<file path="config.mk">
export PLATFORM = sky130hd
export DESIGN_NAME = seq_divider64_flat
export DESIGN_NICKNAME = d
export VERILOG_FILES = /design/src/rtl/seq_divider64_if.sv /design/src/rtl/seq_divider64.sv /design/src/flat_wrapper.sv
export SDC_FILE = /design/constraint.sdc
export NUM_CORES = 1
export LEC_CHECK = 0
export CORE_ASPECT_RATIO = 0.7
export CORE_MARGIN = 2
export CORE_UTILIZATION = 35
export DETAILED_ROUTE_END_ITERATION = 8
export PLACE_DENSITY = 0.67
export SLEW_MARGIN = 30
export SYNTH_ARGS = -nofsm -noshare
export SYNTH_HDL_FRONTEND = slang
export SYNTH_SLANG_ARGS = --single-unit
</file>
<file path="constraint.sdc">
create_clock -name clk -period 3.4 [get_ports clk]
set_input_delay 0.34 -clock clk [delete_from_list [all_inputs] [get_ports clk]]
set_output_delay 0.34 -clock clk [all_outputs]
set_load 0.01 [all_outputs]
</file>
<file path="src/rtl/seq_divider64_if.sv">
`default_nettype none
// +--------------------------------------------------------------------------+
// | Module   : seq_divider64_if                                              |
// | Purpose  : start/done request bus between the ALU issue logic and the    |
// |            sequential divider.                                           |
// | Revision : 1.0 - initial release                                         |
// +--------------------------------------------------------------------------+
interface seq_divider64_if #(
  parameter int DATA_WIDTH = 64
);
  logic                  start;
  logic                  signed_op;
  logic [DATA_WIDTH-1:0] lhs;
  logic [DATA_WIDTH-1:0] rhs;
  logic                  busy;
  logic                  done;
  logic [DATA_WIDTH-1:0] quo;
  logic [DATA_WIDTH-1:0] rem;
  logic                  dbz;

  // Requester side: issues operations, observes results.
  modport master (
    output start, signed_op, lhs, rhs,
    input  busy, done, quo, rem, dbz
  );

  // Divider side.
  modport slave (
    input  start, signed_op, lhs, rhs,
    output busy, done, quo, rem, dbz
  );
endinterface
`default_nettype wire

</file>
<file path="src/rtl/seq_divider64.sv">
`default_nettype none
// +--------------------------------------------------------------------------+
// | Module   : seq_divider64                                                 |
// | Purpose  : Multi-cycle radix-2 restoring divider, signed or unsigned.    |
// |            One quotient bit per cycle on unsigned magnitudes, sign fix   |
// |            applied in a final cycle. Divide-by-zero completes in 1 edge. |
// | Revision : 1.0 - initial release                                         |
// +--------------------------------------------------------------------------+
module seq_divider64 #(
  parameter int DATA_WIDTH = 64
) (
  input  logic             clk,
  input  logic             rst,
  seq_divider64_if.slave   bus
);

  localparam int W     = DATA_WIDTH;
  localparam int CNT_W = $clog2(DATA_WIDTH);
  localparam logic [W-1:0]     ONE_W    = {{(W-1){1'b0}}, 1'b1};
  localparam logic [CNT_W-1:0] CNT_LAST = CNT_W'(DATA_WIDTH - 1);
  localparam logic [CNT_W-1:0] CNT_ONE  = {{(CNT_W-1){1'b0}}, 1'b1};

  typedef enum logic [1:0] {
    S_IDLE = 2'd0,
    S_ITER = 2'd1,
    S_FIX  = 2'd2
  } state_t;

  state_t           state_q, state_d;
  logic [CNT_W-1:0] cnt_q,   cnt_d;
  logic [W-1:0]     dvd_q,   dvd_d;    // dividend magnitude, quotient bits shift in at LSB
  logic [W-1:0]     div_q,   div_d;    // divisor magnitude
  logic [W-1:0]     prem_q,  prem_d;   // partial remainder, always < divisor
  logic [W-1:0]     quo_q,   quo_d;
  logic [W-1:0]     rem_q,   rem_d;
  logic             qneg_q,  qneg_d;
  logic             rneg_q,  rneg_d;
  logic             dbz_q,   dbz_d;
  logic             done_q,  done_d;

  logic             lhs_neg, rhs_neg;
  logic [W-1:0]     lhs_abs, rhs_abs;
  logic [W:0]       shifted;
  logic [W:0]       trial;
  logic             trial_ok;

  // Adder in subtract mode: a + ~b + 1, one bit wider than the operands.
  function automatic logic [W:0] add_w1(input logic [W:0] a, input logic [W:0] b,
                                        input logic cin);
    return a + b + {{W{1'b0}}, cin};
  endfunction

  // Operand magnitudes and trial subtraction of the current iteration.
  // MIN negates to itself, which read unsigned is exactly 2^(W-1).
  // Because prem < divisor, shifted - divisor lies in (-2^W, 2^W), so
  // bit W of the W+1-bit difference is a reliable sign.
  always_comb begin
    lhs_neg  = bus.signed_op & bus.lhs[W-1];
    rhs_neg  = bus.signed_op & bus.rhs[W-1];
    lhs_abs  = lhs_neg ? (~bus.lhs + ONE_W) : bus.lhs;
    rhs_abs  = rhs_neg ? (~bus.rhs + ONE_W) : bus.rhs;
    shifted  = {prem_q, dvd_q[W-1]};
    trial    = add_w1(shifted, {1'b1, ~div_q}, 1'b1);
    trial_ok = ~trial[W];
  end

  // Next-state and datapath control: IDLE -> ITER -> FIX -> IDLE.
  always_comb begin
    state_d = state_q;
    cnt_d   = cnt_q;
    dvd_d   = dvd_q;
    div_d   = div_q;
    prem_d  = prem_q;
    quo_d   = quo_q;
    rem_d   = rem_q;
    qneg_d  = qneg_q;
    rneg_d  = rneg_q;
    dbz_d   = dbz_q;
    done_d  = 1'b0;
    case (state_q)
      S_IDLE: begin
        if (bus.start) begin
          if (bus.rhs == '0) begin
            quo_d  = '1;
            rem_d  = bus.lhs;
            dbz_d  = 1'b1;
            done_d = 1'b1;
          end else begin
            dvd_d   = lhs_abs;
            div_d   = rhs_abs;
            qneg_d  = lhs_neg ^ rhs_neg;
            rneg_d  = lhs_neg;
            prem_d  = '0;
            cnt_d   = CNT_LAST;
            state_d = S_ITER;
          end
        end
      end
      S_ITER: begin
        prem_d = trial_ok ? trial[W-1:0] : shifted[W-1:0];
        dvd_d  = {dvd_q[W-2:0], trial_ok};
        if (cnt_q == '0) begin
          state_d = S_FIX;
        end else begin
          cnt_d = cnt_q - CNT_ONE;
        end
      end
      S_FIX: begin
        quo_d   = qneg_q ? (~dvd_q + ONE_W) : dvd_q;
        rem_d   = rneg_q ? (~prem_q + ONE_W) : prem_q;
        dbz_d   = 1'b0;
        done_d  = 1'b1;
        state_d = S_IDLE;
      end
      default: begin
        state_d = S_IDLE;
      end
    endcase
  end

  // State and datapath registers; reset discards any operation in flight.
  always_ff @(posedge clk) begin
    if (rst) begin
      state_q <= S_IDLE;
      cnt_q   <= '0;
      dvd_q   <= '0;
      div_q   <= '0;
      prem_q  <= '0;
      quo_q   <= '0;
      rem_q   <= '0;
      qneg_q  <= 1'b0;
      rneg_q  <= 1'b0;
      dbz_q   <= 1'b0;
      done_q  <= 1'b0;
    end else begin
      state_q <= state_d;
      cnt_q   <= cnt_d;
      dvd_q   <= dvd_d;
      div_q   <= div_d;
      prem_q  <= prem_d;
      quo_q   <= quo_d;
      rem_q   <= rem_d;
      qneg_q  <= qneg_d;
      rneg_q  <= rneg_d;
      dbz_q   <= dbz_d;
      done_q  <= done_d;
    end
  end

  assign bus.busy = (state_q != S_IDLE);
  assign bus.done = done_q;
  assign bus.quo  = quo_q;
  assign bus.rem  = rem_q;
  assign bus.dbz  = dbz_q;

endmodule
`default_nettype wire

</file>
<file path="src/flat_wrapper.sv">
// flat-port wrapper written by rule: the top's interface ports become plain ports
module seq_divider64_flat 
#(
  parameter int DATA_WIDTH = 64
)
  (clk, rst, bus_start, bus_signed_op, bus_lhs, bus_rhs, bus_busy, bus_done, bus_quo, bus_rem, bus_dbz);
  seq_divider64_if #(.DATA_WIDTH(DATA_WIDTH)) bus_i ();
  input  logic clk;
  input  logic rst;
  input wire logic [$bits(bus_i.start)-1:0] bus_start;
  input wire logic [$bits(bus_i.signed_op)-1:0] bus_signed_op;
  input wire logic [$bits(bus_i.lhs)-1:0] bus_lhs;
  input wire logic [$bits(bus_i.rhs)-1:0] bus_rhs;
  output wire logic [$bits(bus_i.busy)-1:0] bus_busy;
  output wire logic [$bits(bus_i.done)-1:0] bus_done;
  output wire logic [$bits(bus_i.quo)-1:0] bus_quo;
  output wire logic [$bits(bus_i.rem)-1:0] bus_rem;
  output wire logic [$bits(bus_i.dbz)-1:0] bus_dbz;
  assign bus_i.start = bus_start;
  assign bus_i.signed_op = bus_signed_op;
  assign bus_i.lhs = bus_lhs;
  assign bus_i.rhs = bus_rhs;
  assign bus_busy = bus_i.busy;
  assign bus_done = bus_i.done;
  assign bus_quo = bus_i.quo;
  assign bus_rem = bus_i.rem;
  assign bus_dbz = bus_i.dbz;
  seq_divider64 #(.DATA_WIDTH(DATA_WIDTH)) u_core (.clk(clk), .rst(rst), .bus(bus_i));
endmodule
</file>
Yosys cells after proc, flatten, opt, wreduce, memory -nomap -nowiden
Index checks and enable logic that the tools add are counted.

operators by class
  bitwise logic cells = 10
  muxes and demuxes = 31
  reduce and logical (&&, ||, !) cells = 11
  eq/ne operators = 7
  add/sub/neg operators = 7

operators with widths
  kind                                                   number
  2-to-1 mux 64 bit                                      13
  one-hot mux 64 bit (2 select lines)                    4
  inverter 64 bit                                        5
  adder 64 x 1 -> 64 bit, second input constant          4
  adder 65 x 1 -> 65 bit, second input constant          1
  adder 65 bit                                           1
  logical NOT 64 bit                                     1
  2-to-1 mux 6 bit                                       3
  one-hot mux 6 bit (2 select lines)                     1
  AND reduction 3 bit                                    4
  logical NOT 6 bit                                      1
  2-to-1 mux 2 bit                                       3
  inequality test 2 bit, second input constant           3
  nonzero test 2 bit                                     3
  subtractor 6 x 1 -> 6 bit, second input constant       1
  2-to-1 mux 1 bit                                       4
  inequality test 2 x 1 -> 1 bit, second input constant  2
  one-hot mux 1 bit (2 select lines)                     2
  one-hot mux 2 bit (2 select lines)                     1
  AND reduction 4 bit                                    1
  AND 1 bit                                              2
  equality test 2 x 1 -> 1 bit, second input constant    1
  equality test 2 bit, second input constant             1
  logical NOT 2 bit                                      1
  other kinds (2)                                        3

word-level totals
  bits of input ports = 132
  register bits = 332
  word-level logic and storage cells = 77
  output and inout bits = 131

Longest topological paths before layout
Gate-level depths: netlist of the first run.

  depth after elaboration = 6
  mapped depth = 15
  mapped depth without buffers = 13

Least setup slack after synthesis of the first run
Ideal clock, no wire load.

  kind = register to register
  from = reg u_core.prem_q[10]
  to = reg u_core.prem_q[36]
  data arrival time = 3.336 ns
  buffers on the path = 2
  clock period less this slack = 3.465 ns
  required time = 3.271 ns
  library setup time = 0.129 ns
  slack = -0.065 ns
  stages on the path, launching flop included = 13
  path through = dfxtp_1 ha_1 clkbuf_1 a21oi_1 o22ai_1 a211o_1 o2111a_1 o31ai_1 nor2b_1 a211oi_1 clkbuf_1 mux2i_1 o21ai_0

on the way
  cells in the longest elaborated chain, start to end = 4

RTL lines
  what                                 line                  text
  start: declaration                   seq_divider64.sv:33   logic [W-1:0] prem_q, prem_d;
  start signal: assignment             seq_divider64.sv:140  prem_q <= prem_d;
  adder 65 bit                         seq_divider64.sv:50   return a + b + {{W{1'b0}}, cin};
  adder 65 x 1 -> 65 bit               seq_divider64.sv:50
  2-to-1 mux 64 bit                    seq_divider64.sv:100  prem_d = trial_ok ? trial[W-1:0] : shifted[W-1:0];
  one-hot mux 64 bit (2 select lines)  seq_divider64.sv:80   case (state_q)

No other way between the ends.
A chain may end at the register's enable or synchronous reset.

Worst setup path in the final report of the first run
  from = reg u_core.prem_q[2]
  to = reg u_core.rem_q[57], in the netlist u_core.bus.rem[57]

on the way
  cells in the longest elaborated chain, start to end = 4

RTL lines
  what                                 line                  text
  inverter 64 bit                      seq_divider64.sv:110  rem_d = rneg_q ? (~prem_q + ONE_W) : prem_q;
  adder 64 x 1 -> 64 bit               seq_divider64.sv:110
  2-to-1 mux 64 bit                    seq_divider64.sv:110
  one-hot mux 64 bit (2 select lines)  seq_divider64.sv:80
  end signal: assignment               seq_divider64.sv:142  rem_q <= rem_d;
  end: declaration                     seq_divider64.sv:35   logic [W-1:0] rem_q, rem_d;

No other way between the ends.

==> summary.md, run 1 <==
| Metric | Value |
|---|---|
| Hold buffer count at CTS | `0` |
| CP top delay family | `simple AND/OR/NAND/NOR gates` |
| Seq/Total Area, Yosys | `0.3060` |
| Die H | `between 200 and 250 um` |
| Synth Area per Inst | `roughly 7.6 um^2` |
| Max-cap violations | `0` |
| Post-synth ARST share | `0` |
| Setup Skew | `roughly 20 ps` |
| Vias in the first global route | `approximately 22,000` |
| Ant diodes | `0` |
| Largest net degree at the start of global routing | `126` |
| Syn_nets | `slightly above 3,000` |
| Synth unique cells | `76` |
| Overall Global Routing Usage | `0.2368` |
| HPWL after detailed placement | `slightly above 60,000 um` |
| NumNets Final | `about 3,600` |
| Final Total Pwr | `roughly 11 mW` |
| PortBufs | `~260` |
| Clock transition at the registers of the reported paths | `approximately 60 ps` |
| Main flop type after synthesis | `dfxtp_1` |
| Setup TNS | `0 ps` |
| Max-slew violations | `0` |
| Slew HR | `0.3982` |
| Number of flops mapped to enable cells by yosys | `0` |
| Final hold violations | `0` |
| Core footprint | `approximately 61,000 um^2` |
| Max incr delay on CP | `around 550 ps` |
| I/O pin count | `263` |
| Crit-path slowest cell | `or4_4` |
| Slew at the pin closest to its max-slew limit | `approximately 900 ps` |
| Fill cells | `slightly above 6,000` |
| DRC Markers | `0` |
| Layout Utilization | `0.4818` |
| CTS sink cnt | `between 300 and 400` |
| Critical path class | `reg -> reg` |
| Vias/cell | `approximately 5.6` |
| Leak pwr | `roughly 12 nW` |
| # setup viols final | `0` |
| Final critical-path required period | `~3400 ps` |
| Status | `finished clean` |
| DR iter-0 viols | `between 2,000 and 2,500` |
| Critical path launch point type | `flop` |
| Clk root buf | `clkbuf_16` |
| Via Count | `between 20,000 and 25,000` |
| Initial antenna violation count | `5` |
| Post-Syn Area | `21,720 um^2` |
| Pwr/cell area | `~370 nW/um^2` |
| Cell count after synthesis | `approximately 2,800` |
| Cell mode on critical path | `or4_4` |
| Clock tree buffer depth | `3` |
| F_max | `slightly below 300 MHz` |
| Area delta synth->final | `36.25%` |
| Initial Utilization | `0.3536` |
| Htree depth | `2` |
| Crit Path Max Fanout | `4` |
| Period utilization | `0.9919` |
| Syn. warnings | `0` |
| Die width | `301.7 um` |
| Hold Path Class | `in -> reg` |
| Commonest non-fill, non-tap cell in the layout | `nor2_1` |
| Critical path buffers and inverters | `1` |
| WL final | `79,520 um` |
| Critical Path AT | `~3800 ps` |
| Final ANT Viol Nets | `0` |
| Total congestion overflow | `0` |
| Layout cell share with drive strength beyond 1 | `0.1750` |
| Register area | `6658 um^2` |
| CTS tree | `yes` |
| CTS buffer count | `36` |
| Site Rows | `76` |
| Pre-Repair DR Iteration Count | `6` |
| Peak VDD IR | `between 0.0003 and 0.0004 V` |
| CP required | `around 3900 ps` |
| Most frequent cells in the layout | `420 x nor2_1, 384 x buf_4, 325 x dfxtp_1, 261 x clkdlybuf4s50_1, 218 x a21oi_1` |
| Placer's final routability congestion estimate | `~0.96` |
| Seq cells post-synth | `approximately 330` |
| RSZ-0062 raised after global routing | `yes` |
| Die area | `roughly 64,000 um^2` |
| Drt wl/cell | `between 15 and 20 um` |
| Critical-path cell list | `or4_4, nor4_4, buf_4, and4_4, nand2_2, or4_4, or4_4, o41ai_4, xnor2_1, a22oi_2, a21oi_1` |
| Clock latency at the later pin of the worst-skew pair | `approximately 550 ps` |
| Multi-input logic area | `about 14,000 um^2` |
| First-pass GRT wire length | `121,800 um` |
| Setup slack, reg-to-reg | `approximately 28 ps` |
| CP Capture Type | `flop` |
## worst paths after layout
path	start	endpoint	depth (start not counted)
max reg2reg	u_core.prem_q[2]$_SDFFE_PP0P_	u_core.bus.rem[57]$_SDFFE_PP0P_	11
max	u_core.prem_q[2]$_SDFFE_PP0P_	u_core.bus.rem[57]$_SDFFE_PP0P_	11
min reg2reg	u_core.bus.rem[6]$_SDFFE_PP0P_	u_core.bus.rem[6]$_SDFFE_PP0P_	2
min	rst	u_core.bus.rem[6]$_SDFFE_PP0P_	2
## state kept, by name (all words and copies together), names as in the netlist
register         cells
u_core.bus.done      1
u_core.bus.dbz       1
u_core.prem_q       64
u_core.state_q       2
u_core.qneg_q        1
u_core.cnt_q         6
u_core.rneg_q        1
u_core.bus.quo      64
u_core.bus.rem      64
u_core.dvd_q        64
u_core.div_q        64
## routing by layer
| layer | global-route usage | routed length (um) |
|---|---|---|
| met4 | 0.05753 | 1902 |
| met3 | 0.05314 | 7018 |
| met5 | 0 | 61 |
| met2 | 0.3606 | 33910 |
| met1 | 0.3371 | 36630 |
## repair_timing
item	in CTS	in global routing
endpoints found under the setup margin	136	172
buffers inserted	1	5
gates cloned	0	2
hold endpoints to repair	0	0
pin swaps	1	20
gates resized for setup	15	78
## stage by stage
step           hold slack (ps)  instance area, um^2  instances  worst slack [ps]
2_1_floorplan            431.9                21730       2842             5.707
3_3_place_gp             442.4                27870       4128            -711.8
3_5_place_dp             449.0                27900       4129            -730.6
4_1_cts                  182.6                29210       4195           0.01243
5_1_grt                  204.3                29590       4202            -55.25
6_report                 199.3                29590       4202             27.69
## cells by family (layout without fill, tap and decap cells)
kind of cell / count (synthesis) / in the layout / synth area share
and+or+nand+nor: 964 / 964 / 0.2045
AOI/OAI and AO/OA: 870 / 870 / 0.2665
DFF: 332 / 332 / 0.3060
xor gates and xnor gates: 305 / 305 / 0.1230
buffers and inverters: 281 / 822 / 0.04995
adders and majority gates: 71 / 71 / 0.04125
muxes: 19 / 19 / 0.008756
## layout make-up
cell class | count | area share
Multi-Input combinational cell | 2229 | 0.4867
Sequential cell | 332 | 0.2250
Timing Repair Buffer | 666 | 0.1996
Tap cell | 819 | 0.03463
Clock buffer | 47 | 0.03425
Inverter | 91 | 0.01163
Clock inverter | 18 | 0.008160
## where the power goes
part | leakage, nW | switching, mW | total (mW) | internal, mW
Combinational | 8.28 | 1.38 | 2.49 | 1.11
Sequential | 2.71 | 0.163 | 4.25 | 4.08
Clock | 0.611 | 1.75 | 4.25 | 2.50
Total | 11.6 | 3.29 | 11.0 | 7.70
## cells in the mapped netlist (16+ instances only)
cell type / count / area share
nor2_1: 427 / 0.074
dfxtp_1: 332 / 0.31
a21oi_1: 226 / 0.052
nand2_1: 219 / 0.038
xor2_1: 200 / 0.081
o21ai_0: 195 / 0.045
a211oi_1: 157 / 0.054
clkbuf_1: 157 / 0.027
xnor2_1: 105 / 0.042
inv_1: 91 / 0.016
ha_1: 70 / 0.040
nor3_1: 58 / 0.013
o31ai_1: 53 / 0.018
a222oi_1: 45 / 0.021
nor4_1: 35 / 0.010
or3_1: 35 / 0.010
nand3_1: 32 / 0.0074
or4_1: 31 / 0.011
nand4_1: 27 / 0.0078
buf_2: 24 / 0.0055
o41ai_1: 22 / 0.0089
mux2i_1: 19 / 0.0088
a2111oi_0: 17 / 0.0069
a21o_1: 17 / 0.0059
nor2b_1: 17 / 0.0049
or2_2: 16 / 0.0046
Note: power is estimated with default switching activity, not from simulation.
==> run 2, diff against run 1 <==
--- a/config.mk
+++ b/config.mk
@@ -9,8 +9,9 @@
 export CORE_MARGIN = 2
 export CORE_UTILIZATION = 35
 export DETAILED_ROUTE_END_ITERATION = 8
+export MAX_ROUTING_LAYER = met4
 export PLACE_DENSITY = 0.67
-export SLEW_MARGIN = 30
+export SLEW_MARGIN = 15
 export SYNTH_ARGS = -nofsm -noshare
 export SYNTH_HDL_FRONTEND = slang
 export SYNTH_SLANG_ARGS = --single-unit
==> run 2 against run 1 <==
- the flow now finishes with violations (DRC, setup timing)
- fmax shrank 2.3%
- first-iteration DRC count shrank 1.1%
- global-route usage grew 0.89 points
- sequential share of layout area is essentially flat
- highest routed layer is now met4
==> summary.md, run 2 (synthesized netlist as in run 1, its figures left out) <==
| Metric | Value |
|---|---|
| Final hold violations | `0` |
| Vias in the first global route | `about 22,000` |
| Placer's final routability congestion estimate | `approximately 0.96` |
| WL final | `slightly above 80,000 um` |
| Cell mode on critical path | `or4_4` |
| Final critical-path required period | `between 3000 and 4000 ps` |
| Initial Utilization | `0.3536` |
| Commonest non-fill, non-tap cell in the layout | `nor2_1` |
| Htree depth | `2` |
| Site Rows | `76` |
| Max incr delay on CP | `around 590 ps` |
| Max-cap violations | `0` |
| DRC Markers | `13` |
| Post-Place Cells | `approximately 4,100` |
| Clock latency at the later pin of the worst-skew pair | `560 ps` |
| Pwr/cell area | `around 370 nW/um^2` |
| Crit-path slowest cell | `or4_4` |
| DRT met1 WL | `around 37,000 um` |
| CP Capture Type | `flop` |
| Die H | `212.4 um` |
| Final ANT Viol Nets | `0` |
| Clock tree buffer depth | `3` |
| Die area | `64,100 um^2` |
| Met3 WL | `6665 um` |
| Largest net degree at the start of global routing | `between 150 and 200` |
| Critical path class | `reg -> reg` |
| Area delta synth->final | `36.32%` |
| RSZ-0062 raised after global routing | `yes` |
| Hold buffer count at CTS | `0` |
| Layout Utilization | `0.4820` |
| CTS sink cnt | `332` |
| F_max | `approximately 290 MHz` |
| Total congestion overflow | `0` |
| Critical Path AT | `roughly 3800 ps` |
| NumNets Final | `between 3,000 and 4,000` |
| Most frequent cells in the layout | `420 x nor2_1, 352 x buf_4, 322 x dfxtp_1, 261 x clkdlybuf4s50_1, 216 x nand2_1` |
| Critical-path cell list | `or4_4, or3_4, or4_4, or3_4, or4_4, o41ai_4, xor2_1, a211oi_2` |
| Via Count | `23,350` |
| Die width | `301.7 um` |
| # setup viols final | `2` |
| I/O pin count | `about 260` |
| CP required | `about 3800 ps` |
| Crit Path Max Fanout | `6` |
| Hold slack | `between 300 and 400 ps` |
| DR top layer | `met4` |
| Drt wl/cell | `19.27 um` |
| Initial antenna violation count | `5` |
| Period utilization | `1.015` |
| Final worst slack | `-52.08 ps` |
| Clock transition at the registers of the reported paths | `around 60 ps` |
| HPWL after detailed placement | `approximately 61,000 um` |
| Overall Global Routing Usage | `0.2457` |
| Core footprint | `~60,000 um^2` |
| Slew HR | `0.4045` |
| PortBufs | `roughly 260` |
| Vias/cell | `~5.6` |
| Pre-Repair DR Iteration Count | `9` |
| Hold Path Class | `in -> reg` |
| Setup Skew | `31.92 ps` |
| Finished Layout Cells | `between 4,000 and 5,000` |
| DR iter-0 viols | `roughly 2,200` |
| CTS tree | `yes` |
| Leak pwr | `approximately 11 nW` |
| Peak VDD IR | `approximately 0.00028 V` |
| Clk root buf | `clkbuf_16` |
| Layout cell share with drive strength beyond 1 | `0.1740` |
| Slew at the pin closest to its max-slew limit | `891.1 ps` |
| Routed met2 length | `35,010 um` |
| Failing checks | `DRC, setup timing` |
| Critical path launch point type | `flop` |
| Max-slew violations | `0` |
| First-pass GRT wire length | `~120,000 um` |
| Status | `finished with violations` |
| CTS buffer count | `36` |
==> run 2: per-layer routing <==
metal,track usage,vias to the layer above
met5,-,-
met4,0.04660,0
met3,0.05201,102
met2,0.3667,841
met1,0.3420,11080
li1,-,11330
==> run 2: cell type report <==
type / instances / area (um^2)
sequential: 332 / 6661
inverter: 91 / 341.6
timing repair buffer: 638 / 5766
clock buffer: 47 / 1013
tap: 819 / 1025
fill: 6047 / 31820
clock inverter: 19 / 247.7
multi-input combinational: 2230 / 14540
antenna: 5 / 12.51
==> run 2: path summary, 6_finish.rpt <==
check | from | depth (start not counted) | to | slack, ps
hold reg to reg | u_core.div_q[49]$_SDFFE_PP0P_ | 2 | u_core.div_q[49]$_SDFFE_PP0P_ | 450
setup reg to reg | u_core.dvd_q[8]$_SDFFE_PP0P_ | 8 | u_core.bus.quo[57]$_SDFFE_PP0P_ | -50
setup / recovery | u_core.dvd_q[8]$_SDFFE_PP0P_ | 8 | u_core.bus.quo[57]$_SDFFE_PP0P_ | -50
hold / removal | rst | 2 | u_core.bus.rem[18]$_SDFFE_PP0P_ | 320
==> run 2: where the power goes <==
group | switching, mW | total (mW) | internal [mW]
Combinational | 1.39 | 2.49 | 1.10
Clock | 1.75 | 4.25 | 2.50
Sequential | 0.164 | 4.25 | 4.09
Total | 3.30 | 11.0 | 7.69
==> run 2: repair_timing <==
action | CTS | global route
pin swaps | 1 | 25
gates cloned | 1 | 3
setup buffers | 0 | 6
gates resized for setup | 14 | 94
setup endpoints to repair | 63 | 204
==> run 2: stage by stage <==
step                power [mW]  cell area (um^2)  TNS (ps)  setup WS, ps
global placement         6.690             27690   -126490        -733.5
detailed placement       6.712             27690   -137440        -805.4
CTS                      10.95             29030         0       0.02309
finish                   10.99             29610    -66.15        -52.08
global route             11.48             29610    -871.8        -149.1
floorplan                5.687             21730         0         5.707
==> run 2: worst max-delay path, delay by kind of cell, from the launching register on <==
kind	cells	cell delay, ps
AOI/OAI and AO/OA	2	340
and+or+nand+nor	5	2370
DFF	1	320
xor gates and xnor gates	1	240
